`src/rtl/jtag_host_ctrl.sv`:
```
// jtag_host_ctrl: JTAG initiator driving TCK/TMS/TDI from a system-clock
// command interface. It tracks the target TAP (TLR or RTI), generates the
// navigation headers and trailers itself, and returns captured TDO as one
// response per command.
module jtag_host_ctrl #(
  parameter int unsigned CLK_DIV = 2,
  parameter int unsigned MAX_LEN = 64,
  localparam int unsigned LEN_W = $clog2(MAX_LEN + 1)
) (
  input  logic               clk_i,
  input  logic               ntrst_i,
  input  logic               cmd_valid_i,
  output logic               cmd_ready_o,
  input  logic [1:0]         cmd_op_i,
  input  logic [LEN_W-1:0]   cmd_len_i,
  input  logic [MAX_LEN-1:0] cmd_data_i,
  output logic               rsp_valid_o,
  input  logic               rsp_ready_i,
  output logic [MAX_LEN-1:0] rsp_data_o,
  output logic               rsp_err_o,
  output logic               tck_o,
  output logic               tms_o,
  output logic               tdi_o,
  input  logic               tdo_i
);

  // Bit index covers header (<=6) + payload (<2^LEN_W) + trailer (2).
  localparam int unsigned IDX_W = LEN_W + 2;
  localparam int unsigned DIV_W = (CLK_DIV > 1) ? $clog2(CLK_DIV) : 1;
  localparam int unsigned PRE_W = 6;

  localparam logic [1:0] OP_RESET = 2'b00;
  localparam logic [1:0] OP_IR    = 2'b01;
  localparam logic [1:0] OP_DR    = 2'b10;
  localparam logic [1:0] OP_IDLE  = 2'b11;

  typedef enum logic [2:0] {
    ST_IDLE,
    ST_PRE,
    ST_SHIFT,
    ST_POST,
    ST_RSP
  } state_t;

  state_t               r_state,     w_state_nxt;
  logic                 r_first,     w_first_nxt;
  logic [LEN_W-1:0]     r_len,       w_len_nxt;
  logic [MAX_LEN-1:0]   r_data,      w_data_nxt;
  logic [PRE_W-1:0]     r_pre_tms,   w_pre_tms_nxt;
  logic [2:0]           r_pre_cnt,   w_pre_cnt_nxt;
  logic                 r_idle,      w_idle_nxt;
  logic                 r_err,       w_err_nxt;
  logic [IDX_W-1:0]     r_total,     w_total_nxt;
  logic [IDX_W-1:0]     r_bit,       w_bit_nxt;
  logic [DIV_W-1:0]     r_div,       w_div_nxt;
  logic                 r_tck,       w_tck_nxt;
  logic                 r_tms,       w_tms_nxt;
  logic                 r_tdi,       w_tdi_nxt;
  logic [MAX_LEN-1:0]   r_cap,       w_cap_nxt;
  logic                 r_tlr,       w_tlr_nxt;
  logic                 r_cmd_ready, w_cmd_ready_nxt;
  logic                 r_rsp_valid, w_rsp_valid_nxt;
  logic [MAX_LEN-1:0]   r_rsp_data,  w_rsp_data_nxt;
  logic                 r_rsp_err,   w_rsp_err_nxt;

  // Command decode
  logic                 w_len_bad;
  logic [PRE_W-1:0]     w_dec_pre_tms;
  logic [2:0]           w_dec_pre_cnt;
  logic [LEN_W-1:0]     w_dec_len;
  logic [1:0]           w_dec_post_cnt;
  logic                 w_dec_idle;
  logic                 w_dec_err;
  logic [IDX_W-1:0]     w_dec_total;

  // Next-bit presentation
  logic [IDX_W-1:0]     w_pidx;
  logic [IDX_W-1:0]     w_pre_ext;
  logic [IDX_W-1:0]     w_len_ext;
  logic [IDX_W-1:0]     w_pj;
  logic [IDX_W-1:0]     w_cj;
  logic                 w_pre_bit;
  logic                 w_data_bit;
  logic                 w_p_tms;
  logic                 w_p_tdi;
  state_t               w_p_state;
  logic [MAX_LEN-1:0]   w_cap_set;
  logic                 w_div_end;
  logic                 w_last_bit;

  assign cmd_ready_o = r_cmd_ready;
  assign rsp_valid_o = r_rsp_valid;
  assign rsp_data_o  = r_rsp_data;
  assign rsp_err_o   = r_rsp_err;
  assign tck_o       = r_tck;
  assign tms_o       = r_tms;
  assign tdi_o       = r_tdi;

  assign w_len_bad   = (cmd_len_i == '0) || (cmd_len_i > LEN_W'(MAX_LEN));
  assign w_dec_total = IDX_W'(w_dec_pre_cnt) + IDX_W'(w_dec_len) + IDX_W'(w_dec_post_cnt);

  // Translate an incoming command into header bits, payload length and trailer length.
  always_comb begin
    w_dec_pre_tms  = '0;
    w_dec_pre_cnt  = '0;
    w_dec_len      = '0;
    w_dec_post_cnt = '0;
    w_dec_idle     = 1'b0;
    w_dec_err      = 1'b0;
    case (cmd_op_i)
      OP_RESET: begin
        // TMS 1,1,1,1,1,0 (LSB first)
        w_dec_pre_tms = 6'b011111;
        w_dec_pre_cnt = 3'd6;
      end
      OP_IR: begin
        if (w_len_bad) begin
          w_dec_err = 1'b1;
        end else begin
          // optional TLR->RTI 0, then 1,1,0,0
          w_dec_pre_tms  = r_tlr ? 6'b000110 : 6'b000011;
          w_dec_pre_cnt  = r_tlr ? 3'd5 : 3'd4;
          w_dec_len      = cmd_len_i;
          w_dec_post_cnt = 2'd2;
        end
      end
      OP_DR: begin
        if (w_len_bad) begin
          w_dec_err = 1'b1;
        end else begin
          // optional TLR->RTI 0, then 1,0,0
          w_dec_pre_tms  = r_tlr ? 6'b000010 : 6'b000001;
          w_dec_pre_cnt  = r_tlr ? 3'd4 : 3'd3;
          w_dec_len      = cmd_len_i;
          w_dec_post_cnt = 2'd2;
        end
      end
      OP_IDLE: begin
        // a zero-length idle produces no TCK at all, so no TLR prefix either
        w_dec_idle    = 1'b1;
        w_dec_len     = cmd_len_i;
        w_dec_pre_cnt = (r_tlr && (cmd_len_i != '0)) ? 3'd1 : 3'd0;
      end
      default: begin
        w_dec_idle = 1'b1;
      end
    endcase
  end

  assign w_pidx     = r_first ? '0 : (r_bit + IDX_W'(1));
  assign w_pre_ext  = IDX_W'(r_pre_cnt);
  assign w_len_ext  = IDX_W'(r_len);
  assign w_pj       = w_pidx - w_pre_ext;
  assign w_cj       = r_bit - w_pre_ext;
  assign w_pre_bit  = |(r_pre_tms & (PRE_W'(1) << w_pidx));
  assign w_data_bit = |(r_data & ({{(MAX_LEN-1){1'b0}}, 1'b1} << w_pj));
  assign w_cap_set  = r_cap | ({{(MAX_LEN-1){1'b0}}, tdo_i} << w_cj);
  assign w_div_end  = (r_div == DIV_W'(CLK_DIV - 1));
  assign w_last_bit = (r_bit == (r_total - IDX_W'(1)));

  // TMS/TDI and section for the bit about to be presented.
  always_comb begin
    w_p_state = ST_POST;
    w_p_tms   = 1'b0;
    w_p_tdi   = 1'b0;
    if (w_pidx < w_pre_ext) begin
      w_p_state = ST_PRE;
      w_p_tms   = w_pre_bit;
    end else if (w_pj < w_len_ext) begin
      w_p_state = ST_SHIFT;
      w_p_tms   = !r_idle && (w_pj == (w_len_ext - IDX_W'(1)));
      w_p_tdi   = !r_idle && w_data_bit;
    end else begin
      // trailer 1,0: Exit1 -> Update -> RTI
      w_p_tms   = (w_pj == w_len_ext);
    end
  end

  // Next-state and output logic.
  always_comb begin
    w_state_nxt     = r_state;
    w_first_nxt     = r_first;
    w_len_nxt       = r_len;
    w_data_nxt      = r_data;
    w_pre_tms_nxt   = r_pre_tms;
    w_pre_cnt_nxt   = r_pre_cnt;
    w_idle_nxt      = r_idle;
    w_err_nxt       = r_err;
    w_total_nxt     = r_total;
    w_bit_nxt       = r_bit;
    w_div_nxt       = r_div;
    w_tck_nxt       = r_tck;
    w_tms_nxt       = r_tms;
    w_tdi_nxt       = r_tdi;
    w_cap_nxt       = r_cap;
    w_tlr_nxt       = r_tlr;
    w_rsp_valid_nxt = r_rsp_valid;
    w_rsp_data_nxt  = r_rsp_data;
    w_rsp_err_nxt   = r_rsp_err;

    case (r_state)
      ST_IDLE: begin
        if (cmd_valid_i && r_cmd_ready) begin
          w_state_nxt   = ST_PRE;
          w_first_nxt   = 1'b1;
          w_len_nxt     = w_dec_len;
          w_data_nxt    = cmd_data_i;
          w_pre_tms_nxt = w_dec_pre_tms;
          w_pre_cnt_nxt = w_dec_pre_cnt;
          w_idle_nxt    = w_dec_idle;
          w_err_nxt     = w_dec_err;
          w_total_nxt   = w_dec_total;
          w_bit_nxt     = '0;
          w_div_nxt     = '0;
          w_cap_nxt     = '0;
        end
      end

      ST_PRE, ST_SHIFT, ST_POST: begin
        if (r_first) begin
          // launch edge: present bit 0, or answer at once when there is nothing to clock
          w_first_nxt = 1'b0;
          if (r_total == '0) begin
            w_state_nxt     = ST_RSP;
            w_rsp_valid_nxt = 1'b1;
            w_rsp_data_nxt  = r_cap;
            w_rsp_err_nxt   = r_err;
          end else begin
            w_state_nxt = w_p_state;
            w_bit_nxt   = w_pidx;
            w_tms_nxt   = w_p_tms;
            w_tdi_nxt   = w_p_tdi;
            w_div_nxt   = '0;
          end
        end else if (w_div_end) begin
          w_div_nxt = '0;
          if (!r_tck) begin
            // rising TCK: sample TDO as seen just before the target's edge
            w_tck_nxt = 1'b1;
            if ((r_state == ST_SHIFT) && !r_idle) begin
              w_cap_nxt = w_cap_set;
            end
          end else begin
            w_tck_nxt = 1'b0;
            if (w_last_bit) begin
              w_state_nxt     = ST_RSP;
              w_rsp_valid_nxt = 1'b1;
              w_rsp_data_nxt  = r_cap;
              w_rsp_err_nxt   = 1'b0;
              w_tlr_nxt       = 1'b0;
            end else begin
              w_state_nxt = w_p_state;
              w_bit_nxt   = w_pidx;
              w_tms_nxt   = w_p_tms;
              w_tdi_nxt   = w_p_tdi;
            end
          end
        end else begin
          w_div_nxt = r_div + DIV_W'(1);
        end
      end

      ST_RSP: begin
        if (rsp_ready_i) begin
          w_state_nxt     = ST_IDLE;
          w_rsp_valid_nxt = 1'b0;
        end
      end

      default: begin
        w_state_nxt = ST_IDLE;
      end
    endcase

    w_cmd_ready_nxt = (w_state_nxt == ST_IDLE);
  end

  // State and output registers.
  always_ff @(posedge clk_i or negedge ntrst_i) begin
    if (!ntrst_i) begin
      r_state     <= ST_IDLE;
      r_first     <= 1'b0;
      r_len       <= '0;
      r_data      <= '0;
      r_pre_tms   <= '0;
      r_pre_cnt   <= '0;
      r_idle      <= 1'b0;
      r_err       <= 1'b0;
      r_total     <= '0;
      r_bit       <= '0;
      r_div       <= '0;
      r_tck       <= 1'b0;
      r_tms       <= 1'b1;
      r_tdi       <= 1'b0;
      r_cap       <= '0;
      r_tlr       <= 1'b1;
      r_cmd_ready <= 1'b1;
      r_rsp_valid <= 1'b0;
      r_rsp_data  <= '0;
      r_rsp_err   <= 1'b0;
    end else begin
      r_state     <= w_state_nxt;
      r_first     <= w_first_nxt;
      r_len       <= w_len_nxt;
      r_data      <= w_data_nxt;
      r_pre_tms   <= w_pre_tms_nxt;
      r_pre_cnt   <= w_pre_cnt_nxt;
      r_idle      <= w_idle_nxt;
      r_err       <= w_err_nxt;
      r_total     <= w_total_nxt;
      r_bit       <= w_bit_nxt;
      r_div       <= w_div_nxt;
      r_tck       <= w_tck_nxt;
      r_tms       <= w_tms_nxt;
      r_tdi       <= w_tdi_nxt;
      r_cap       <= w_cap_nxt;
      r_tlr       <= w_tlr_nxt;
      r_cmd_ready <= w_cmd_ready_nxt;
      r_rsp_valid <= w_rsp_valid_nxt;
      r_rsp_data  <= w_rsp_data_nxt;
      r_rsp_err   <= w_rsp_err_nxt;
    end
  end

endmodule

```
`config.mk`:
```
export PLATFORM = sky130hd
export DESIGN_NAME = jtag_host_ctrl
export DESIGN_NICKNAME = d
export VERILOG_FILES = /design/src/rtl/jtag_host_ctrl.sv
export SDC_FILE = /design/constraint.sdc
export NUM_CORES = 1
export LEC_CHECK = 0
export ABC_AREA = 0
export CORE_AREA = 2 2 164 166
export DETAILED_ROUTE_END_ITERATION = 8
export DIE_AREA = 0 0 166 168
export MAX_ROUTING_LAYER = met4
export PLACE_DENSITY_LB_ADDON = 0.3
export SLEW_MARGIN = 5
export SYNTH_ARGS = -nofsm -noshare
export SYNTH_HDL_FRONTEND = slang
export SYNTH_SLANG_ARGS = --single-unit
```
`constraint.sdc`:
```
create_clock -name clk_i -period 11.96 [get_ports clk_i]
set_input_delay 1.196 -clock clk_i [delete_from_list [all_inputs] [get_ports clk_i]]
set_output_delay 1.196 -clock clk_i [all_outputs]
set_load 0.01 [all_outputs]
```
==> flow_summary.yaml <==
status:
  status: "complete, no violations"
global_routing:
  busiest_layer: "met2"
  grt_pass1_wl_mm: 47.8
  first_global_vias: 9005
  grt_use_met1: 0.289
  grt_overflow_total: 0
  gr-usage-met2: 0.338
  antenna_found_initial: 0
  grt_max_degree: 104
  use_met3: 0.0310
  grt_usage: 0.215
sta:
  clock-skew-final_ns: 0.0115
  fmax_ghz: 0.166
  slew_headroom: 0.289
  worstMarginPinSlew_ns: 1.07
  setup_ws_ns: 5.93
  holdWs_ns: 0.473
  layout_min_cycle_time_ns: 6.03
  finalSetupViolCount: 0
  slew_violations: 0
  tns_ns: 0
  rsz0062_at_grt: "no"
  hold_viol: 0
  min_period_over_period: 0.504
route:
  vias_per_cell: 5.34
  drtIter0Drc: 791
  via_count: 8857
  ant_nets: 0
  wire_per_inst_um: 17.4
  wirelength_mm: 28.9
  drt_pass1_iterations: 8
  drc: 0
synthesis:
  synth_top_area_cell: "dfrtp_1"
  yosys-top-cells-count: "nand2_1 (252), dfrtp_1 (234), nor2_1 (101)"
  syn_area_um2: 11600
  synth_async_sr_flop_share: 1.00
  synth_warnings: 0
  synth_edf_count: 0
  syn_inst: 1176
  synth_area_leaders: "dfrtp_1 (50%), nand2_1 (8.1%), mux2_4 (3.9%), mux2_2 (3.7%), a21oi_1 (3.5%)"
  synth_nets: 1284
  synth.avg_cell_area_um2: 9.87
  ys_ff_latch: 237
  ys_types: 81
  synth.most_common_cell: "nand2_1"
  synth-seq-area-share: 0.511
  synth_ff_type: "dfrtp_1"
  netlist.area_leader.share: 0.504
critical_path:
  crit_path_start_kind: "register"
  path_delay_family: "simple AND/OR/NAND/NOR gates"
  worstPathRequired_ns: 12.39
  critPathArrivalTime_ns: 6.46
  crit_type: "register to register"
  cpMaxStageDelayCell: "dfrtp_1"
  timing.rr.start: "r_first"
  critPathBufInv: 3
  r2r.worst_path.cells: 17
  worstReg2RegEnd: "cmd_ready_o"
  worstPathCellList: "inv_1 -> nand2_1 -> inv_1 -> ha_1 -> and4bb_2 -> nor4_2 -> xnor2_1 -> clkinv_1 -> ha_1 -> o21ai_0 -> o221ai_1 -> a221oi_1 -> and2_1 -> a32oi_1 -> a221oi_2 -> a21oi_1 -> nor4bb_1"
  r2r_slack_ns: 5.93
  end_kind: "register"
  slowest_delay_ns: 0.84
  crit_fanout: 25
pwr:
  peakVddDrop_mv: 0.168
  total_power_mw: 4.06
  power_density_nw_per_um2: 286
  leakagePower_nw: 6.65
clocking:
  clock-sinks: 237
  cts_made_buffers: 25
  cts_root_buffer: "clkbuf_16"
  clk_latency_ns: 0.53
  htree_levels: 1
  cts_setup_buffers: 0
  cts_resized: 0
  cts_tree: "done"
  clock_path_buffers: 3
  cts_hold_buffers: 0
  path_clk_slew_ns: 0.06
finish:
  syn_to_final_growth_pct: 22.1
  n_fill_cell: 2300
  antenna_cells: 0
  final_util: 0.538
  drive_gt1_frac: 0.107
  final_net_count: 1407
floorplan:
  die_h_um: 168
  chipWidth_um: 166
  core_area_um2: 26400
  die_area_um2: 27900
  std_cell_rows: 60
  start_util: 0.441
  pin_count: 148
flow_run:
  drv_cap: 0
min_path:
  worstHoldStart: "r_data[22]"
  holdPathEnd: "r_data[22]"
  min-delay-path-class: "register to register"
  hold_path_depth: 2
placement:
  post-dp-hpwl_mm: 19.8
  gp_congestion: 0.881
  pre_cts_slack_ns: 6.05
  numPortBuffers: 147
==> worst max path at each step <==
stage	from	endpoint	cells past startpoint
detailed placement	r_first	cmd_ready_o	17
global placement	r_first	cmd_ready_o	17
global route	r_first	cmd_ready_o	17
finish	r_first	cmd_ready_o	17
CTS	r_first	cmd_ready_o	17
floorplan	r_bit[1]	cmd_ready_o	20
==> stage by stage <==
| step | instance area (um^2) | instances |
|---|---|---|
| final | 14200 | 1659 |
| after detailed placement | 13300 | 1613 |
| after floorplan | 11600 | 1176 |
| after global routing | 14200 | 1659 |
| after CTS | 14200 | 1659 |
| after global placement | 13300 | 1613 |
==> routing by layer <==
layer  share of wire  vias up
li1                -     4265
met4           0.028        0
met5               0        -
met2            0.47      257
met1            0.45     4278
met3           0.050       57
==> layout make-up <==
class                           count  area [um^2]  area share
Sequential cell                   237         5930       0.418
Timing Repair Buffer              160         1570       0.111
Clock buffer                       30          674      0.0475
Clock inverter                     16          223      0.0157
Tap cell                          341          427      0.0301
Multi-Input combinational cell    838         5210       0.368
Inverter                           37          139     0.00979
==> cell usage in the layout, fill, tap and decap left out, drive strengths merged, types with 4 or more instances in the layout <==
| master | instances |
|---|---|
| dfrtp | 234 |
| a21oi | 81 |
| a211oi | 4 |
| nor3b | 5 |
| and2 | 10 |
| xor2 | 6 |
| nor4b | 4 |
| nand4 | 5 |
| mux2i | 12 |
| nor3 | 28 |
| clkdlybuf4s50 | 146 |
| nor2b | 11 |
| ha | 27 |
| nor4 | 6 |
| a31oi | 10 |
| nor2 | 101 |
| clkbuf | 30 |
| xnor2 | 34 |
| or3 | 7 |
| clkinv | 10 |
| buf | 14 |
| mux2 | 76 |
| bufinv | 5 |
| nand2 | 252 |
| o21ai | 37 |
| nand3 | 39 |
| and3 | 5 |
| inv | 38 |
| nand2b | 8 |
==> cells by family (layout without fill, tap and decap cells) <==
family,after synthesis,after routing,share of synthesized area
and+or+nand+nor,498,498,0.191
AOI/OAI and AO/OA,181,181,0.0962
adders and majority gates,30,30,0.0343
xor gates and xnor gates,40,40,0.0308
buffers and inverters,101,243,0.0412
muxes,89,89,0.0957
DFF,237,237,0.511
==> where the power goes <==
part / leakage (nW) / internal, mW / switching [mW] / total [mW]
clock network: 0.449 / 0.513 / 0.323 / 0.836
logic: 3.02 / 0.810 / 1.21 / 2.02
registers: 3.17 / 1.01 / 0.194 / 1.20
total: 6.65 / 2.33 / 1.72 / 4.06
==> state kept, by name, indices dropped and copies added, names as in the netlist, 4 cells and up <==
signal,count
r_cap,64
r_data,64
rsp_data_o,64
r_bit,9
r_total,8
r_len,7
r_pre_tms,4
==> worst reg2reg max path, stage by stage, from the launching register on <==
cell and delay, ns:
dfrtp_1 0.84, inv_1 0.32, nand2_1 0.22, inv_1 0.06, ha_1 0.33, and4bb_2 0.28
nor4_2 0.50, xnor2_1 0.47, clkinv_1 0.71, ha_1 0.51, o21ai_0 0.18, o221ai_1 0.13
a221oi_1 0.38, and2_1 0.19, a32oi_1 0.12, a221oi_2 0.32, a21oi_1 0.09, nor4bb_1 0.28
No activity file was read; power rests on OpenSTA's default activity.
